### config.mk
export PLATFORM = sky130hd
export DESIGN_NAME = wheel_state_buffer
export DESIGN_NICKNAME = d
export VERILOG_FILES = /design/src/rtl/wheel_state_buffer.sv
export SDC_FILE = /design/constraint.sdc
export NUM_CORES = 2
export LEC_CHECK = 0
export CORE_MARGIN = 1.5
export CORE_UTILIZATION = 40
export CTS_BUF_LIST = sky130_fd_sc_hd__clkbuf_4 sky130_fd_sc_hd__clkbuf_8
export DETAILED_ROUTE_END_ITERATION = 8
export DONT_BUFFER_PORTS = 1
export GPL_ROUTABILITY_DRIVEN = 0
export PLACE_DENSITY = 0.66
export SLEW_MARGIN = 10
export SYNTH_ARGS = -nofsm -noshare
export SYNTH_HDL_FRONTEND = slang
export SYNTH_SLANG_ARGS = --single-unit
### constraint.sdc
create_clock -name clk_in -period 6.1 [get_ports clk_in]
set_input_delay 1.22 -clock clk_in [delete_from_list [all_inputs] [get_ports clk_in]]
set_output_delay 1.22 -clock clk_in [all_outputs]
set_load 0.005 [all_outputs]
### src/rtl/wheel_state_buffer.sv
// Authoritative wheel node position/velocity store. It sequences one updater pass per
// timestep, collects the streamed results in a shadow bank and commits them atomically.
module wheel_state_buffer #(
    parameter int unsigned NUM_NODES     = 8,
    parameter int unsigned POSITION_SIZE = 16,
    parameter int unsigned VELOCITY_SIZE = 16
) (
    input  logic                            clk_in,
    input  logic                            rst_in,
    input  logic                            step_in,
    input  logic signed [POSITION_SIZE-1:0] init_nodes     [2][NUM_NODES],
    input  logic signed [POSITION_SIZE-1:0] node_in_x,
    input  logic signed [POSITION_SIZE-1:0] node_in_y,
    input  logic                            node_in_valid,
    input  logic signed [VELOCITY_SIZE-1:0] vel_in_x,
    input  logic signed [VELOCITY_SIZE-1:0] vel_in_y,
    input  logic                            vel_in_valid,
    input  logic                            done_in,
    output logic signed [POSITION_SIZE-1:0] nodes_out      [2][NUM_NODES],
    output logic signed [VELOCITY_SIZE-1:0] velocities_out [2][NUM_NODES],
    output logic                            begin_out,
    output logic                            busy_out,
    output logic                            frame_done_out,
    output logic                            error_out,
    output logic [7:0]                      dropped_out
);

    localparam int unsigned     CntW    = $clog2(NUM_NODES) + 1;
    localparam logic [CntW-1:0] CntFull = CntW'(NUM_NODES);

    typedef enum logic [1:0] {StIdle, StRun, StCommit} state_e;

    state_e state_q, state_d;

    logic signed [POSITION_SIZE-1:0] nodes_q        [2][NUM_NODES];
    logic signed [POSITION_SIZE-1:0] nodes_d        [2][NUM_NODES];
    logic signed [VELOCITY_SIZE-1:0] vel_q          [2][NUM_NODES];
    logic signed [VELOCITY_SIZE-1:0] vel_d          [2][NUM_NODES];
    logic signed [POSITION_SIZE-1:0] shadow_nodes_q [2][NUM_NODES];
    logic signed [POSITION_SIZE-1:0] shadow_nodes_d [2][NUM_NODES];
    logic signed [VELOCITY_SIZE-1:0] shadow_vel_q   [2][NUM_NODES];
    logic signed [VELOCITY_SIZE-1:0] shadow_vel_d   [2][NUM_NODES];

    logic [CntW-1:0] node_cnt_q, node_cnt_d;
    logic [CntW-1:0] vel_cnt_q, vel_cnt_d;
    logic            ovf_q, ovf_d;
    logic            begin_q, begin_d;
    logic            frame_done_q, frame_done_d;
    logic            error_q, error_d;
    logic [7:0]      dropped_q, dropped_d;
    logic            commit_ok;

    always_ff @(posedge clk_in) begin
        if (rst_in) begin
            state_q <= StIdle;
        end else begin
            state_q <= state_d;
        end
    end

    always_comb begin
        state_d = state_q;
        unique case (state_q)
            StIdle:   if (step_in) state_d = StRun;
            StRun:    if (done_in) state_d = StCommit;
            StCommit: state_d = StIdle;
            default:  state_d = StIdle;
        endcase
    end

    always_comb begin
        shadow_nodes_d = shadow_nodes_q;
        shadow_vel_d   = shadow_vel_q;
        nodes_d        = nodes_q;
        vel_d          = vel_q;
        node_cnt_d     = node_cnt_q;
        vel_cnt_d      = vel_cnt_q;
        ovf_d          = ovf_q;
        begin_d        = 1'b0;
        frame_done_d   = 1'b0;
        error_d        = error_q;
        dropped_d      = dropped_q;
        commit_ok      = 1'b0;

        unique case (state_q)
            StIdle: begin
                if (step_in) begin
                    begin_d    = 1'b1;
                    node_cnt_d = '0;
                    vel_cnt_d  = '0;
                    ovf_d      = 1'b0;
                end
            end
            StRun: begin
                if (node_in_valid) begin
                    if (node_cnt_q == CntFull) begin
                        ovf_d = 1'b1;
                    end else begin
                        for (int unsigned i = 0; i < NUM_NODES; i++) begin
                            if (node_cnt_q == CntW'(i)) begin
                                shadow_nodes_d[0][i] = node_in_x;
                                shadow_nodes_d[1][i] = node_in_y;
                            end
                        end
                        node_cnt_d = node_cnt_q + 1'b1;
                    end
                end
                if (vel_in_valid) begin
                    if (vel_cnt_q == CntFull) begin
                        ovf_d = 1'b1;
                    end else begin
                        for (int unsigned i = 0; i < NUM_NODES; i++) begin
                            if (vel_cnt_q == CntW'(i)) begin
                                shadow_vel_d[0][i] = vel_in_x;
                                shadow_vel_d[1][i] = vel_in_y;
                            end
                        end
                        vel_cnt_d = vel_cnt_q + 1'b1;
                    end
                end
                // Judge the frame on next-state values so a beat coincident with done counts,
                // and commit on this edge so the new state is visible during COMMIT.
                if (done_in) begin
                    commit_ok = (node_cnt_d == CntFull) && (vel_cnt_d == CntFull) && !ovf_d;
                    if (commit_ok) begin
                        nodes_d      = shadow_nodes_d;
                        vel_d        = shadow_vel_d;
                        frame_done_d = 1'b1;
                    end else begin
                        error_d = 1'b1;
                    end
                end
            end
            default: ;
        endcase

        if (step_in && (state_q != StIdle) && (dropped_q != 8'hff)) begin
            dropped_d = dropped_q + 8'd1;
        end
    end

    always_ff @(posedge clk_in) begin
        if (rst_in) begin
            nodes_q        <= init_nodes;
            vel_q          <= '{default: '0};
            shadow_nodes_q <= '{default: '0};
            shadow_vel_q   <= '{default: '0};
            node_cnt_q     <= '0;
            vel_cnt_q      <= '0;
            ovf_q          <= 1'b0;
            begin_q        <= 1'b0;
            frame_done_q   <= 1'b0;
            error_q        <= 1'b0;
            dropped_q      <= '0;
        end else begin
            nodes_q        <= nodes_d;
            vel_q          <= vel_d;
            shadow_nodes_q <= shadow_nodes_d;
            shadow_vel_q   <= shadow_vel_d;
            node_cnt_q     <= node_cnt_d;
            vel_cnt_q      <= vel_cnt_d;
            ovf_q          <= ovf_d;
            begin_q        <= begin_d;
            frame_done_q   <= frame_done_d;
            error_q        <= error_d;
            dropped_q      <= dropped_d;
        end
    end

    always_comb begin
        nodes_out      = nodes_q;
        velocities_out = vel_q;
        begin_out      = begin_q;
        busy_out       = (state_q != StIdle);
        frame_done_out = frame_done_q;
        error_out      = error_q;
        dropped_out    = dropped_q;
    end

endmodule

==> impl_metrics.ini <==
[timing]
timing.final.ws_setup_ns = 2.226
setup_tns_ns = 0
worstMarginPinSlew_ns = 1.216
hold_viol_final = 0
clock.fmax_ghz = 0.2582
finalMaxSlewViolations = 0
setup_viol_count_final = 0
max_slew_margin_pct = 18.90
finalCritPeriodShare_pct = 63.50
period_needed_ns = 3.874
skew_ns = 0.03899
grt_setup_unrepaired = no

[global_routing]
grt_start_max_net_pins = 1045
track_usage_pct = 24.31
antenna_found_initial = 9
grt_pass1_vias = 29950
grt.overflow.total = 0
grt_pass1_wl_um = 197900

[yosys]
synth_flop_cell = dfxtp_1
synth-seq-area-share_pct = 55.63
synth_cells = 4440
synth_seq_cells = 1046
synth_edf_count = 256
syn-num-nets = 4775
yosysWarnings = 0
yosysUniqueCellTypes = 45
synth_area_um2 = 42250
syn_avg_cell_area_um2 = 9.516
async_reset_ff_share_pct = 0

[floorplanning]
core-area_um2 = 105000
start_util_pct = 40.25
rows = 119
ios = 850
fp.dieArea_um2 = 107600
die_h_um = 328
die_x_um = 328

[routing]
routed_wl_um = 136800
vias_per_cell = 5.463
dr.pass1.iters = 7
vias = 31700
drt_iter0_drc = 2699
drcViolationCount = 0
ant_nets = 0
wl_per_cell_um = 23.57

[clocking]
cts_hold_buf = 0
clkTransAtPathRegs_ns = 0.06
clock_sinks = 1046
clk_path_buf_depth = 3
htree_levels = 4
clock_latency_ns = 0.85
cts_buffers = 175
cts_resized = 0
root_buffer = clkbuf_8
cts_tree = done
post-cts-setup-buffers = 0

[worst_setup_path]
critPathCaptureType = register
cp-start-kind = register
ff2ff_setup_slack_ns = 2.23
timing.critical_path.fanout_max = 146
arrival_ns = 4.37
critPathKind = register to register
required_ns = 6.60

[power_and_ir_drop]
power.density_nw_per_um2 = 310.0
p_total_mw = 14.51
p_leak_nw = 16.64
vdd_drop_max_mv = 0.2196

[finish]
final_common_cell = nand2_1
drive_gt1_share_pct = 9.301
layout_common_cells = nand2_1, dfxtp_1, a21oi_1
syn2layout_area_growth_pct = 10.76
postLayoutCellArea_um2 = 46800
nNetsFinal = 4602

[placed_design]
numPortBuffers = 0
dp_hpwl_um = 86360
preCtsSetupSlack_ns = 1.961
placed_area_um2 = 42910

[run]
maxCapViolations = 0

[status]
outcome = complete, no violations

[worst_hold_path]
hold_class = input port to register
registers in the layout, summed over array words and instances (netlist names):
register        flops
shadow_vel_q      256
node_cnt_q          4
ovf_q               1
begin_out           1
frame_done_out      1
velocities_out    256
shadow_nodes_q    256
state_q             2
error_out           1
nodes_out         256
dropped_out         8
vel_cnt_q           4
cell usage after synthesis, drive strengths merged, types with 2 or more instances:
master      n  area share [%]
nand2    1313              12
dfxtp     790              37
a21oi     522             6.2
mux2i     512              12
clkbuf    325             2.9
o21ai     259             3.1
o2bb2ai   257             5.3
edfxtp    256              18
buf        74             1.1
nor2       25            0.22
nor3       15            0.18
nand4      12            0.18
nand3      11            0.13
nor4       10            0.15
ha          9            0.27
inv         8           0.071
xnor2       4           0.083
xor2        4           0.083
nand2b      3           0.044
nor2b       3           0.044
or2         3           0.044
a211oi      2           0.036
a22oi       2           0.036
a311o       2           0.047
nand3b      2           0.036
nand4b      2           0.041
cell families after synthesis:
group           Yosys count  synth area share (%)
simple gates           1403                 12.80
compound gates         1054                 14.90
flops                  1046                 55.63
mux                     513                 12.16
buf+inv                 407                 4.090
fa+ha+maj                 9                0.2665
xor+xnor                  8                0.1658
stage by stage:
stage | cells | hold slack [ns] | utilization [%]
after floorplan | 4440 | 0.4357 | -
after global placement | 5477 | 0.4395 | 40.87
after detailed placement | 5477 | 0.4456 | 40.87
after CTS | 5795 | 0.4125 | 44.47
after global routing | 5800 | 0.3717 | 44.58
final | 5803 | 0.4297 | 44.58
metal layers:
layer / part of all wire (%) / global-route usage [%] / wire, um
met5: 0.049 / 0 / 67
met1: 39 / 28.51 / 53410
met4: 4.5 / 11.80 / 6132
met3: 9.5 / 8.557 / 12980
met2: 47 / 39.46 / 64190
critical path, cell delays in order, from the launching register on:
cell and delay (ns):
dfxtp_1 0.37, inv_1 0.12, ha_1 0.35, nand2b_1 0.12, a211o_1 0.30, a311o_1 0.42
o41a_2 0.60, clkinv_8 0.36, buf_4 0.47
worst paths after layout:
kind,start,end,depth (start not counted)
worst min-delay path,rst_in,shadow_vel_q[193]$_SDFFE_PP0P_,1
worst max register to register,node_cnt_q[0]$_SDFFE_PP0P_,nodes_out[183]$_DFFE_PP_,8
worst min register to register,shadow_nodes_q[76]$_SDFFE_PP0P_,shadow_nodes_q[76]$_SDFFE_PP0P_,2
worst max-delay path,node_cnt_q[0]$_SDFFE_PP0P_,nodes_out[183]$_DFFE_PP_,8
where the power goes:
group | internal, mW | leakage (nW) | switching [mW] | total, mW
Sequential | 7.28 | 8.88 | 0.119 | 7.40
Combinational | 0.128 | 5.77 | 0.332 | 0.460
Clock | 3.74 | 2.00 | 2.91 | 6.65
cell type report:
cell class | count | area, um2
sequential | 1046 | 23500
timing repair buffer | 49 | 473.0
clock buffer | 282 | 3431
fill | 9862 | 58170
multi-input combinational | 2987 | 17260
antenna | 4 | 10.01
inverter | 8 | 42.54
clock inverter | 36 | 341.6
tap | 1391 | 1740
(Power assumes the default switching activity.)
